<file path="src/rtl/decoder_3x8_pulse.sv">
// Sequential 3-to-8 decoder: accepts a code over valid/ready, drives a one-hot
// pulse for PULSE_LEN cycles, then idles GAP_LEN cycles. DECODER_ACTIVE_LOW_EN inverts y.
module decoder_3x8_pulse #(
    parameter int unsigned PULSE_LEN = 4,
    parameter int unsigned GAP_LEN   = 1
) (
    input  logic       clk,
    input  logic       rst_n,
    input  logic       en,
    input  logic [2:0] i,
    input  logic       i_valid,
    output logic       i_ready,
    output logic [7:0] y,
    output logic       busy,
    output logic       done
);

    typedef enum logic [1:0] {
        IDLE  = 2'd0,
        PULSE = 2'd1,
        GAP   = 2'd2
    } state_e;

`ifdef DECODER_ACTIVE_LOW_EN
    localparam logic [7:0] Y_IDLE = 8'hFF;
`else
    localparam logic [7:0] Y_IDLE = 8'h00;
`endif

    localparam logic [7:0] PULSE_CNT = 8'(PULSE_LEN - 1);
    localparam logic [7:0] GAP_CNT   = (GAP_LEN == 0) ? 8'd0 : 8'(GAP_LEN - 1);

    function automatic logic [7:0] decode(input logic [2:0] code);
        logic [7:0] onehot;
        onehot = 8'b1 << code;
`ifdef DECODER_ACTIVE_LOW_EN
        return ~onehot;
`else
        return onehot;
`endif
    endfunction

    state_e     state_q, state_d;
    logic [7:0] cnt_q, cnt_d;
    logic [7:0] y_q, y_d;
    logic       busy_q, busy_d;
    logic       done_q, done_d;

    assign i_ready = en && (state_q == IDLE);

    always_comb begin
        // NOTE: every output of this block gets a default first, so no path
        // leaves a signal unassigned and no latch is inferred.
        state_d = state_q;
        cnt_d   = cnt_q;
        y_d     = y_q;

        case (state_q)
            IDLE: begin
                y_d = Y_IDLE;
                if (i_valid && i_ready) begin
                    state_d = PULSE;
                    cnt_d   = PULSE_CNT;
                    y_d     = decode(i);
                end
            end
            PULSE: begin
                // y is held from the accepted code; i is ignored until IDLE.
                if (cnt_q != 8'd0) begin
                    cnt_d = cnt_q - 8'd1;
                end else begin
                    y_d = Y_IDLE;
                    if (GAP_LEN != 0) begin
                        state_d = GAP;
                        cnt_d   = GAP_CNT;
                    end else begin
                        state_d = IDLE;
                        cnt_d   = 8'd0;
                    end
                end
            end
            GAP: begin
                y_d = Y_IDLE;
                if (cnt_q != 8'd0) begin
                    cnt_d = cnt_q - 8'd1;
                end else begin
                    state_d = IDLE;
                end
            end
            default: begin
                state_d = IDLE;
                cnt_d   = 8'd0;
                y_d     = Y_IDLE;
            end
        endcase

        // Registered strobes are derived from the next state so they line up
        // with the cycle in which y shows the final pulse beat.
        done_d = (state_d == PULSE) && (cnt_d == 8'd0);
        busy_d = (state_d != IDLE);
    end

    // NOTE: sequential state uses non-blocking assignments so all flops
    // update together from values sampled before the edge.
    always_ff @(posedge clk or negedge rst_n) begin
        if (!rst_n) begin
            state_q <= IDLE;
            cnt_q   <= 8'd0;
            y_q     <= Y_IDLE;
            busy_q  <= 1'b0;
            done_q  <= 1'b0;
        end else begin
            state_q <= state_d;
            cnt_q   <= cnt_d;
            y_q     <= y_d;
            busy_q  <= busy_d;
            done_q  <= done_d;
        end
    end

    assign y    = y_q;
    assign busy = busy_q;
    assign done = done_q;

endmodule

</file>
<file path="config.mk">
export PLATFORM = sky130hd
export DESIGN_NAME = decoder_3x8_pulse
export DESIGN_NICKNAME = d
export VERILOG_FILES = /design/src/rtl/decoder_3x8_pulse.sv
export SDC_FILE = /design/constraint.sdc
export NUM_CORES = 1
export LEC_CHECK = 0
export CAP_MARGIN = 5
export CORE_MARGIN = 2
export CORE_UTILIZATION = 55
export CTS_CLUSTER_DIAMETER = 80
export DETAILED_ROUTE_END_ITERATION = 12
export PLACE_DENSITY = 0.84
export SKIP_LAST_GASP = 1
export SYNTH_ARGS = -nofsm -noshare
export SYNTH_HDL_FRONTEND = slang
export SYNTH_SLANG_ARGS = --single-unit
</file>
<file path="constraint.sdc">
create_clock -name clk -period 3.4 [get_ports clk]
set_input_delay 1.02 -clock clk [delete_from_list [all_inputs] [get_ports clk]]
set_output_delay 1.02 -clock clk [all_outputs]
set_load 0.01 [all_outputs]
</file>
* After elaboration in Yosys (flattened, before gate mapping)
Cells that the tools add are included.
Operators by class: $add $sub $neg 1, eq/ne operators 4, shift operators 1, multiplexer cells 11, reductions and logical operators 7
Operators by type and width (count):
- 8-bit 2-to-1 mux | 5
- 8-bit one-hot mux with 3 select lines | 1
- 8-bit one-hot mux with 2 select lines | 1
- 8-bit logical NOT | 1
- 8-bit nonzero test | 1
- 1-bit by 3-bit << shifter with 8-bit output (first input constant) | 1
- 8-bit by 1-bit subtractor with 8-bit output (second input constant) | 1
- 2-bit 2-to-1 mux | 3
- 2-bit one-hot mux with 3 select lines | 1
- 2-bit by 1-bit equality test with 1-bit output (second input constant) | 2
- 1-bit logical AND | 3
- 2-bit equality test (second input constant) | 1
- 2-bit logical NOT | 1
- 2-bit inequality test (second input constant) | 1
- 2-bit nonzero test | 1
Word-level totals: register bits 20, input port bits 7, output and inout bits 11, word-level logic and storage cells 29

* Logic depth before layout (Yosys ltp)
Gate-level depths: netlist (run 1).
word-level depth 7, depth in mapped cells 9, mapped depth without buffers 9

* Worst setup path before layout (run 1)
OpenSTA, ideal clock, no wires.
kind input to output, start point input en, end point output i_ready, arrival time 1.326 ns, required time 2.380 ns, path slack 1.054 ns, stages 1, path buffers 0, cells stage by stage nor3b_1
On the way: cells in the longest elaborated chain, start to end 1
RTL lines:
- from (decl) | RTL line 9 | input logic en,
- 1-bit logical AND | RTL line 49 | assign i_ready = en && (state_q == IDLE);
- to (decl) | RTL line 12 | output logic i_ready,
Every way passes these cells.

* Worst setup path after layout (run 1)
Same ends and word-level chain as after synthesis.

==> flow_metrics.tcl, run 1 <==
set metrics [dict create \
    cts_inserted_buffers 3 \
    syn2layout_area_growth_pct 22.8 \
    design_area_um2 1270 \
    yosysWarnings 0 \
    total_power_mw 1.13 \
    hold_path.class "reg -> reg" \
    grt_max_degree 21 \
    cpPeakStageDelay_ns 0.56 \
    outcome "complete, no violations" \
    hp-start "y[7]" \
    worst_pin_slew_ns 0.822 \
    peakVddDrop_mv 0.618 \
    synth_edf_count 0 \
    die_area_um2 2240 \
    portBuffers 17 \
    routedWlPerCell_um 14.6 \
    r2r_start "cnt_q[0]" \
    rsz0062_at_grt "false" \
    worstSetupPathType "in -> out" \
    drt_iter0_markers 24 \
    crit_fanout 2 \
    clockRootBuffer "clkbuf_4" \
    fill_cells 139 \
    final_cell_mix "dfrtp_1, clkdlybuf4s50_1, nand2_1, o21ai_0" \
    dp_hpwl_um 1610 \
    io_pins 18 \
    grt_pass1_vias 717 \
    gp_congestion 0.888 \
    critPathCaptureType "output pin" \
    hold_viol 0 \
    drive_gt1_frac 0.118 \
    grt_first_pass_wirelength_um 3100 \
    synth-seq-cells 20 \
    clock-sinks 20 \
    reg2reg_slack_ns 1.02 \
    synth_cell_types 35 \
    rr_worst_depth 9 \
    worstPathRequired_ns 2.38 \
    maxCapViolations 0 \
    core-area_um2 1750 \
    ys_seq_area_frac 0.485 \
    finalCriticalPeriod_ns 3.26 \
    insertion_delay_ns 0.31 \
    clk_pin_slew_ns 0.11 \
    whs_ns 0.483 \
    tns_ns 0 \
    crit_chain "clkdlybuf4s50_1 > nor3b_1 > clkdlybuf4s50_1" \
    n_antenna_cell 0 \
    syn-num-nets 108 \
    final_nets 129 \
    skew_ns 0.00736 \
    syn_area_per_cell_um2 10.4 \
    worstHoldPathCells 2 \
    cpMostUsedCell "clkdlybuf4s50_1" \
    power_leakage_nw 0.538 \
    slew_headroom 0.450 \
    fmax_mhz 307 \
    cts_hold_buf 0 \
    cts.repair.resized 0 \
    grt.overflow.total 0 \
    finalWirelength_um 2100 \
    cts_tree "done" \
    netlist_area_um2 1030 \
    setup_violations 0 \
    vias 870 \
    min_period_over_period 0.959 \
    initial_core_util 0.591 \
    slew_viol_final 0 \
    postCtsSetupBuffers 0 \
    h-tree-depth 1 \
    hold_end "y[7]" \
    drc 0 \
    syn_inst 99 \
    drt-vias-per-instance 6.04 \
    placed_area_um2 1230 \
    crit_slowest_cell "clkdlybuf4s50_1" \
    synthFlopType "dfrtp_1" \
    reg2reg_to "done" \
    arrival_ns 2.24 \
    die_h_um 47.3 \
    drt_pass1_iterations 4 \
    die_w_um 47.3 \
    antenna_found_initial 0 \
    layout_commonest_cell "dfrtp_1" \
    critPathLaunchType "input pin" \
    ant_nets 0 \
    p_per_area_nw_per_um2 888 \
    clockBufferDepth 2 \
    num_rows 15 \
    grt_use_total 0.210 \
    ys_async_sr_fraction 1.00 \
]
==> cell usage after synthesis, types with 2 or more instances <==
library cell,number,area share
nor2_1,4,0.015
ha_1,2,0.024
xnor2_1,2,0.017
o221ai_1,2,0.017
buf_2,2,0.0097
nor3_1,3,0.015
nand2_1,15,0.055
nor3b_1,2,0.015
a32o_1,4,0.039
dfrtp_1,20,0.48
o22ai_1,2,0.012
a21oi_2,2,0.017
inv_1,5,0.018
nand2b_1,2,0.012
a31oi_1,3,0.018
o21ai_0,6,0.029
o31ai_1,5,0.036
==> logic make-up (layout without fill, tap and decap cells) <==
logic type,after synthesis,count (layout),synth area share
DFF,20,20,0.485
and+or+nand+nor,34,34,0.194
buffers and inverters,7,27,0.0279
AOI/OAI and AO/OA,33,33,0.244
adders and majority gates,2,2,0.0242
xor gates and xnor gates,3,3,0.0255
==> power by group <==
group / total [mW] / leakage (nW) / switching (mW) / internal (mW)
combinational: 0.587 / 0.252 / 0.332 / 0.255
clock: 0.137 / 0.0210 / 0.0713 / 0.0655
sequential: 0.402 / 0.265 / 0.0958 / 0.306
==> layer usage <==
| metal | global-route usage | share of wire | routed length, µm |
|---|---|---|---|
| met5 | 0 | 0 | 0 |
| met4 | 0.133 | 0.029 | 61 |
| met3 | 0.0346 | 0.059 | 125 |
| met2 | 0.289 | 0.46 | 966 |
| met1 | 0.302 | 0.45 | 950 |
==> final cells by class <==
type | instances | area [µm²] | area share
multi-input cells | 72 | 503 | 0.397
clock buffers | 4 | 36.3 | 0.0286
repair buffers | 18 | 178 | 0.140
inverters | 5 | 18.8 | 0.0148
flip-flops and latches | 20 | 500 | 0.395
well taps | 25 | 31.3 | 0.0247
==> how the worst max path moves through the flow <==
| stage | start | end | slack [ns] | depth (start not counted) |
|---|---|---|---|---|
| after floorplan | en | i_ready | 1.05 | 1 |
| after global placement | en | i_ready | 0.16 | 3 |
| after detailed placement | en | i_ready | 0.14 | 3 |
| after CTS | en | i_ready | 0.12 | 3 |
| after global routing | en | i_ready | 0.08 | 3 |
| final | en | i_ready | 0.14 | 3 |
==> critical path: cells and delay by family <==
kind          cells  cell delay [ns]
simple gates      1             0.18
buf+inv           2             1.03
==> state kept, by name, indices dropped and copies added (netlist names) <==
register	count
y	8
busy	1
cnt_q	8
done	1
state_q	2
==> metrics by stage <==
step,instances,util,setup slack (ns)
3_5_place_dp,140,0.705,0.143
5_1_grt,144,0.726,0.0840
4_1_cts,144,0.726,0.124
3_3_place_gp,140,0.705,0.156
2_1_floorplan,99,-,1.05
6_report,144,0.726,0.140
Power figures use the tool's default switching activity.
==> inputs of run 2 (changes only) <==
Settings changed: SETUP_SLACK_MARGIN set to 0.4, TNS_END_PERCENT set to 50.
==> flow_metrics.tcl, run 2 (synthesis gave the netlist of run 1 again) <==
set metrics [dict create \
    peakVddDrop_mv 0.618 \
    critPathLaunchType "input pin" \
    finalWirelength_um 2100 \
    placed_area_um2 1230 \
    antenna_found_initial 0 \
    ant_nets 0 \
    clockBufferDepth 2 \
    syn2layout_area_growth_pct 22.7 \
    final_nets 129 \
    tns_ns 0 \
    crit_slowest_cell "clkdlybuf4s50_1" \
    num_rows 15 \
    p_switching_uw 499 \
    drt-vias-per-instance 6.04 \
    routedWlPerCell_um 14.6 \
    clockRootBuffer "clkbuf_4" \
    p_int_uw 623 \
    crit_fanout 2 \
    seqPwrFrac 0.358 \
    crit_end "i_ready" \
    worst-path-buf-inv 2 \
    drc 0 \
    critPathCaptureType "output pin" \
    insertion_delay_ns 0.31 \
    outcome "complete, no violations" \
    die_h_um 47.3 \
    drive_gt1_frac 0.118 \
    seqCellArea_um2 500 \
    met3_usage 0.0346 \
    cts_inserted_buffers 3 \
    skew_ns 0.00736 \
    p_per_area_nw_per_um2 886 \
    maxCapViolations 0 \
    power_leakage_nw 0.542 \
    setup_violations 0 \
    fill_cells 138 \
    core-area_um2 1750 \
    cp_num_cells 3 \
    rsz0062_at_grt "false" \
    swShare 0.445 \
    combPwrFrac 0.520 \
    grt_pass1_vias 717 \
    setup_slack_ns 0.448 \
    worstPathRequired_ns 2.38 \
    vias 870 \
    gp_congestion 0.888 \
    grt.overflow.total 0 \
    total_power_mw 1.12 \
    min_period_over_period 0.868 \
    slew_viol_final 0 \
    reg2reg_slack_ns 1.02 \
    fmax_mhz 339 \
    cp-startpoint "en" \
    dp_hpwl_um 1610 \
    cpLargestDelayFamily "buffers and inverters" \
    final_cell_mix "dfrtp_1, clkdlybuf4s50_1, nand2_1, o21ai_0" \
    drt_pass1_iterations 4 \
    clockPowerShare 0.122 \
    slew_headroom 0.450 \
    cpPeakStageDelay_ns 0.47 \
    grt_max_degree 21 \
    design_area_um2 1270 \
    arrival_ns 1.93 \
    top_usage_layer "met1" \
    finalCriticalPeriod_ns 2.95 \
    cts_hold_buf 0 \
    portBuffers 17 \
    multiInputGateArea_um2 503 \
    met1_usage 0.302 \
    die_w_um 47.3 \
    clk_pin_slew_ns 0.11 \
    grt_first_pass_wirelength_um 3100 \
    io_pins 18 \
    initial_core_util 0.591 \
    die_area_um2 2240 \
    n_antenna_cell 0 \
    r2r_start "cnt_q[0]" \
    grt_use_total 0.210 \
    reg2reg_to "done" \
    hold_viol 0 \
    layout_commonest_cell "dfrtp_1" \
    pre_cts_slack_ns 0.143 \
    crit_chain "clkdlybuf4s50_1 > nor3b_1 > dlygate4sd1_1" \
    use_met2 0.289 \
    worstSetupPathType "in -> out" \
    cts_tree "done" \
    hold_path.class "reg -> reg" \
    clock-sinks 20 \
    postCtsSetupBuffers 0 \
    worst_pin_slew_ns 0.822 \
    h-tree-depth 1 \
    fin_util 0.725 \
    drt_iter0_markers 24 \
    rr_worst_depth 9 \
]
run 2: worst min path at each step:
stage | end | cells after the start | startpoint
after floorplan | cnt_q[7] | 1 | cnt_q[7]
after global placement | y[5] | 2 | y[5]
after detailed placement | y[7] | 2 | y[7]
after CTS | y[7] | 2 | y[7]
after global routing | y[7] | 2 | y[7]
final | y[7] | 2 | y[7]
run 2: power by group through the flow:
stage / clock network (mW) / logic [mW] / registers [mW]
2_1_floorplan: 0 / 0.449 / 0.372
3_3_place_gp: 0 / 0.554 / 0.401
3_5_place_dp: 0 / 0.580 / 0.405
4_1_cts: 0.140 / 0.577 / 0.401
5_1_grt: 0.148 / 0.634 / 0.412
6_report: 0.137 / 0.583 / 0.402
run 2: repair_timing:
item                                   in CTS  in global routing
resized for setup                           1                  2
setup endpoints to repair                   1                  1
endpoints found under the hold margin       0                  0
run 2: worst register-to-register path: cells and delay by family, from the launching register on:
family,cells,cell delay (ns)
and+or+nand+nor,5,1.28
adders and majority gates,2,0.45
DFF,1,0.42
buffers and inverters,2,0.15
run 2: stage by stage:
stage / instances / hold slack [ns]
6_report: 144 / 0.483
5_1_grt: 144 / 0.515
4_1_cts: 144 / 0.491
3_5_place_dp: 140 / 0.466
3_3_place_gp: 140 / 0.466
2_1_floorplan: 99 / 0.487
run 2: cell type report:
type | count | share of cell area
clock buffer | 4 | 0.0287
multi-input combinational | 72 | 0.397
timing repair buffer | 18 | 0.139
sequential | 20 | 0.395
inverter | 5 | 0.0148
tap | 25 | 0.0247
run 2: routing by layer:
metal	wire, µm	up-vias	part of all wire
met5	0	-	0
met4	61	0	0.029
met3	130	7	0.062
met2	966	38	0.46
met1	944	410	0.45
li1	-	415	-
==> variant 1 (flow settings as in run 1) <==
The option `DECODER_ACTIVE_LOW_EN` is turned on by a define.
--- a/src/rtl/decoder_3x8_pulse.sv
+++ b/src/rtl/decoder_3x8_pulse.sv
@@ -1,5 +1,7 @@
 // Sequential 3-to-8 decoder: accepts a code over valid/ready, drives a one-hot
 // pulse for PULSE_LEN cycles, then idles GAP_LEN cycles. DECODER_ACTIVE_LOW_EN inverts y.
+`define DECODER_ACTIVE_LOW_EN
+
 module decoder_3x8_pulse #(
     parameter int unsigned PULSE_LEN = 4,
     parameter int unsigned GAP_LEN   = 1
Check against the original RTL: not equivalent (a bounded check fails within 4 cycles, from zero or initial values and one cycle with rst_n low).
==> variant 1 against run 1 <==
Setup slack gained 0.011 ns; sequential cell count did not move; first-iteration DRC count decreased by 8.3%; non-clock buffer count down 1; highest routed layer unchanged; clock skew shrank 0.00088 ns; final area up 2.2%; area after synthesis increased by 4.5%; global-route usage increased by 2.1 points; wire length increased by 9.8%; die area up 4.1%; synthesized cell count grew 7.1%.
Power is not compared: it rests on default switching activity, and its combinational part moved more than twofold at a synthesized area within 25%.
==> variant 1: results (changes against run 1) <==
[route]
dr_wl_met2_mm = 1.134  ; +17%
firstDrtPassIters = 4  ; unchanged
wirelength_mm = 2.310  ; +9.8%
route.met3.wl_microns = 69  ; -45%
vias = 897  ; +3.1%
routed.top_layer = met4
m1WireLength_mm = 1.087  ; +14%
drtIter0Drc = 22  ; -8.3%
wire_per_inst_microns = 15.40  ; +5.4%

[pwr]
p_leak_uw = 0.0004774
seqPwrFrac = 0.605
p_clk_uw = 139

[synth]
synth-compound-area-share = 0.2042  ; -0.03946
synth.area.top_cells = dfrtp_1 28%, dfstp_2 19%, nand2_1 3.8%
synthAdderAreaFrac = 0.02320  ; -0.001041
ys_seq_area_frac = 0.4733  ; -0.01153
avgSynthCellArea_sq_um = 10.17  ; -2.4%
syn_nets = 115  ; +6.5%
muxShareOfSynthArea = 0.01044  ; +0.01044
yosys_warnings = 0  ; unchanged
synth_cell_types = 43  ; +23%
netlist_top_cells_count = 12 x dfrtp_1, 11 x nand2_1, 8 x dfstp_2
synth_xor_xnor_area_share = 0.01624  ; -0.009213

[timing]
max_freq_ghz = 0.3078  ; +0.35%
skew_ns = 0.006485  ; -0.0008781 ns
hold-worst-slack_ns = 0.5089  ; +0.02588 ns
worst-slew-pin-transition_ns = 0.9266  ; +0.1042 ns

[final_layout]
nets = 133  ; +3.1%
fillers = 152  ; +9.4%
drive_gt1_frac = 0.1626  ; +0.04495
syn_to_final_growth_pct = 20.07

[placement]
detailedPlace.worstSlack_ns = 0.1570  ; +0.01388 ns
placed_cell_area_sq_um = 1259  ; +2.2%
gp_congestion = 0.8705  ; -2.0%
dp_hpwl_mm = 1.693  ; +5.1%
placedCellCount = 146  ; +4.3%

[critical_path]
cpLargestDelayFamily = buffers and inverters
rr_startpoint = cnt_q[4]$_DFF_PN0_
reg2reg_setup_slack_ns = 0.76  ; -0.26 ns
timing.rr.end = done$_DFF_PN0_
crit_fanout = 5  ; +3
critical_path.max_stage_delay_ns = 0.53  ; -0.03 ns
reg2reg_depth = 5  ; -4

[grt]
grtUsageMet1 = 0.3191  ; +0.01722
grt_pass1_vias = 824  ; +15%
grt_usage = 0.2311  ; +0.02147
grt_pass1_wl_mm = 3.746  ; +21%
grtUsageMet3 = 0.03333  ; -0.001282
use_met2 = 0.3868  ; +0.09765

[run_status]
status = completed

[clocking]
max-clock-path-buffers = 2  ; unchanged
cts-root-buf = clkbuf_4

==> variant 1: worst min-delay path by stage <==
stage                           from                to  cells after the start
finish              y[2]$_DFFE_PN1P_  y[2]$_DFFE_PN1P_                      2
global route        y[0]$_DFFE_PN1P_  y[0]$_DFFE_PN1P_                      2
CTS                 y[2]$_DFFE_PN1P_  y[2]$_DFFE_PN1P_                      2
detailed placement  y[2]$_DFFE_PN1P_  y[2]$_DFFE_PN1P_                      2
global placement    y[4]$_DFFE_PN1P_  y[4]$_DFFE_PN1P_                      2
floorplan           y[0]$_DFFE_PN1P_  y[0]$_DFFE_PN1P_                      2
==> variant 1: final cells by class <==
class / instances / area [sq um] / share of cell area
clock buffer: 4 / 36.28 / 0.02802
inverter: 5 / 18.77 / 0.01449
multi-input combinational: 77 / 525.5 / 0.4058
sequential: 20 / 510.5 / 0.3942
tap: 27 / 33.78 / 0.02609
timing repair buffer: 17 / 170.2 / 0.1314
==> variant 2 (flow settings as in run 1) <==
Made on the original files. Encoding of `state_e`: now one-hot (3 bits for 3 states).
--- a/src/rtl/decoder_3x8_pulse.sv
+++ b/src/rtl/decoder_3x8_pulse.sv
@@ -15,10 +15,10 @@
     output logic       done
 );
 
-    typedef enum logic [1:0] {
-        IDLE  = 2'd0,
-        PULSE = 2'd1,
-        GAP   = 2'd2
+    typedef enum logic [2:0] {
+        IDLE  = 3'b001,
+        PULSE = 3'b010,
+        GAP   = 3'b100
     } state_e;
 
 `ifdef DECODER_ACTIVE_LOW_EN
Function: same outputs for any inputs over 10 cycles, from zero or initial values and one cycle with rst_n low; not proved beyond that.
==> variant 2 against run 1 <==
Wire length grew 17%; setup slack gained 0.0033 ns; first-iteration DRC count shrank 75%; power shrank 4.8%; critical path type unchanged; register-to-register slack lost 0.35 ns; highest routed layer unchanged; final area grew 9.1%; sequential cell count grew 1; area after synthesis grew 13%.
==> variant 2: results (changes against run 1) <==
[route]
firstDrtPassIters = 4  ; unchanged
wire_per_inst_microns = 15.02  ; +2.8%
viasPerCell = 5.732  ; -5.1%
drtIter0Drc = 6  ; -75%

[synth]
syn_nets = 130  ; +20%
yosys_warnings = 0  ; unchanged
async_reset_ff_frac = 1.000  ; unchanged
synth.area.top_cells = dfrtp_1 43%, nand2_1 3.9%, o31ai_1 3.9%
netlist_top_cells_count = 20 x dfrtp_1, 12 x nand2_1, 7 x inv_1, 7 x nor2_1
yosys_most_used_dff = dfrtp_1
ys_seq_area_frac = 0.4503  ; -0.03458
synth_cell_types = 40  ; +14%

[placement]
io_buffers = 17  ; unchanged
dp_hpwl_mm = 1.835  ; +14%
gp_congestion = 0.8620  ; -3.0%
detailedPlace.worstSlack_ns = 0.1461  ; +0.003005 ns

[critical_path]
crit_arrival_ns = 2.24  ; about the same
crit_start = en
crit_end = i_ready
cpLargestDelayFamily = buffers and inverters
timing.rr.end = done$_DFF_PN0_
critPathBufInv = 2  ; unchanged
reg2reg_depth = 11  ; +2
critical_path.max_stage_delay_ns = 0.54  ; -0.02 ns
crit_fanout = 4  ; +2
cp-start-kind = input port
rr_startpoint = cnt_q[0]$_DFF_PN0_
cp_slowest_cell = clkdlybuf4s50_1
reg2reg_setup_slack_ns = 0.67  ; -0.35 ns

[timing]
skew_ns = 0.008904  ; +0.001540 ns
hold-worst-slack_ns = 0.5068  ; +0.02373 ns
worst-slew-pin-transition_ns = 0.8502  ; +0.02781 ns
max_freq_ghz = 0.3070  ; about the same

[pwr]
p_leak_uw = 0.0005868  ; +9.1%
switching_share = 0.4384  ; -0.005197
peakVddDrop_v = 0.0006348  ; +2.6%

[hold_path]
hp-class = reg -> reg
hold_path_end = y[5]$_DFFE_PN0P_
min_from = y[5]$_DFFE_PN0P_
hold_path_depth = 2  ; unchanged

[clocking]
cts_setup_buffers = 0  ; unchanged
htree_levels = 1  ; unchanged
path_clk_slew_ns = 0.13  ; +0.02 ns
max-clock-path-buffers = 2  ; unchanged
cts-root-buf = clkbuf_4
clk_latency_ns = 0.32
post_cts_resized = 0  ; unchanged

[final_layout]
nets = 148  ; +15%
drive_gt1_frac = 0.1022  ; -0.01546
fillers = 153  ; +10%

[grt]
grt_pass1_vias = 913  ; +27%
grt_max_degree = 22  ; +4.8%
grt_antenna_before_repair = 0  ; unchanged
grt_usage = 0.2256  ; +0.01593
grt_pass1_wl_mm = 4.271  ; +38%

[run_status]
status = completed

variant 2: layer usage:
layer	up-vias	GRT usage	part of all wire	wire (microns)
li1	470	-	-	-
met1	450	0.3164	0.48	1184
met2	14	0.3399	0.47	1157
met3	6	0.03939	0.030	75
met4	0	0.09722	0.019	46
met5	-	0	0	0
variant 2: kinds of logic after synthesis:
kind of cell	Yosys count	synth area share
AND/OR/NAND/NOR	51	0.2460
adder cells (fa/ha/maj)	3	0.03209
flip-flops	21	0.4503
AO/OA/AOI/OAI	27	0.1807
buffers and inverters	13	0.05348
XOR/XNOR	5	0.03744
variant 2: layout make-up:
cell class | count | area [sq um] | share of cell area
multi-input combinational | 86 | 580.6 | 0.4199
inverter | 7 | 26.28 | 0.01900
clock buffer | 3 | 22.52 | 0.01629
timing repair buffer | 19 | 185.2 | 0.1339
sequential | 21 | 526.8 | 0.3810
tap | 27 | 33.78 | 0.02443
clock inverter | 1 | 7.507 | 0.005430
variant 2: worst register-to-register path, cell delays in order (launching register included):
cell	delay [ns]
dfrtp_1	0.45
inv_1	0.12
ha_1	0.18
or3b_2	0.47
nor2_1	0.42
inv_1	0.09
ha_1	0.19
nand2_1	0.06
a2bb2oi_1	0.17
o211ai_1	0.13
nand2b_1	0.19
nor4_2	0.17
variant 2: metrics by stage:
step                      total power, uW  area, sq um  std cells
after floorplan                     804.1         1170        120
after global placement              920.5         1353        160
after detailed placement            939.3         1353        160
after CTS                            1070         1383        164
after global routing                 1168         1383        164
final                                1072         1383        164
variant 2: power by group through the flow:
| stage | clock network [uW] | registers, uW | logic [uW] |
|---|---|---|---|
| floorplan | 0 | 344 | 460 |
| global placement | 0 | 387 | 533 |
| detailed placement | 0 | 395 | 544 |
| CTS | 133 | 389 | 548 |
| global route | 141 | 403 | 624 |
| finish | 128 | 392 | 552 |
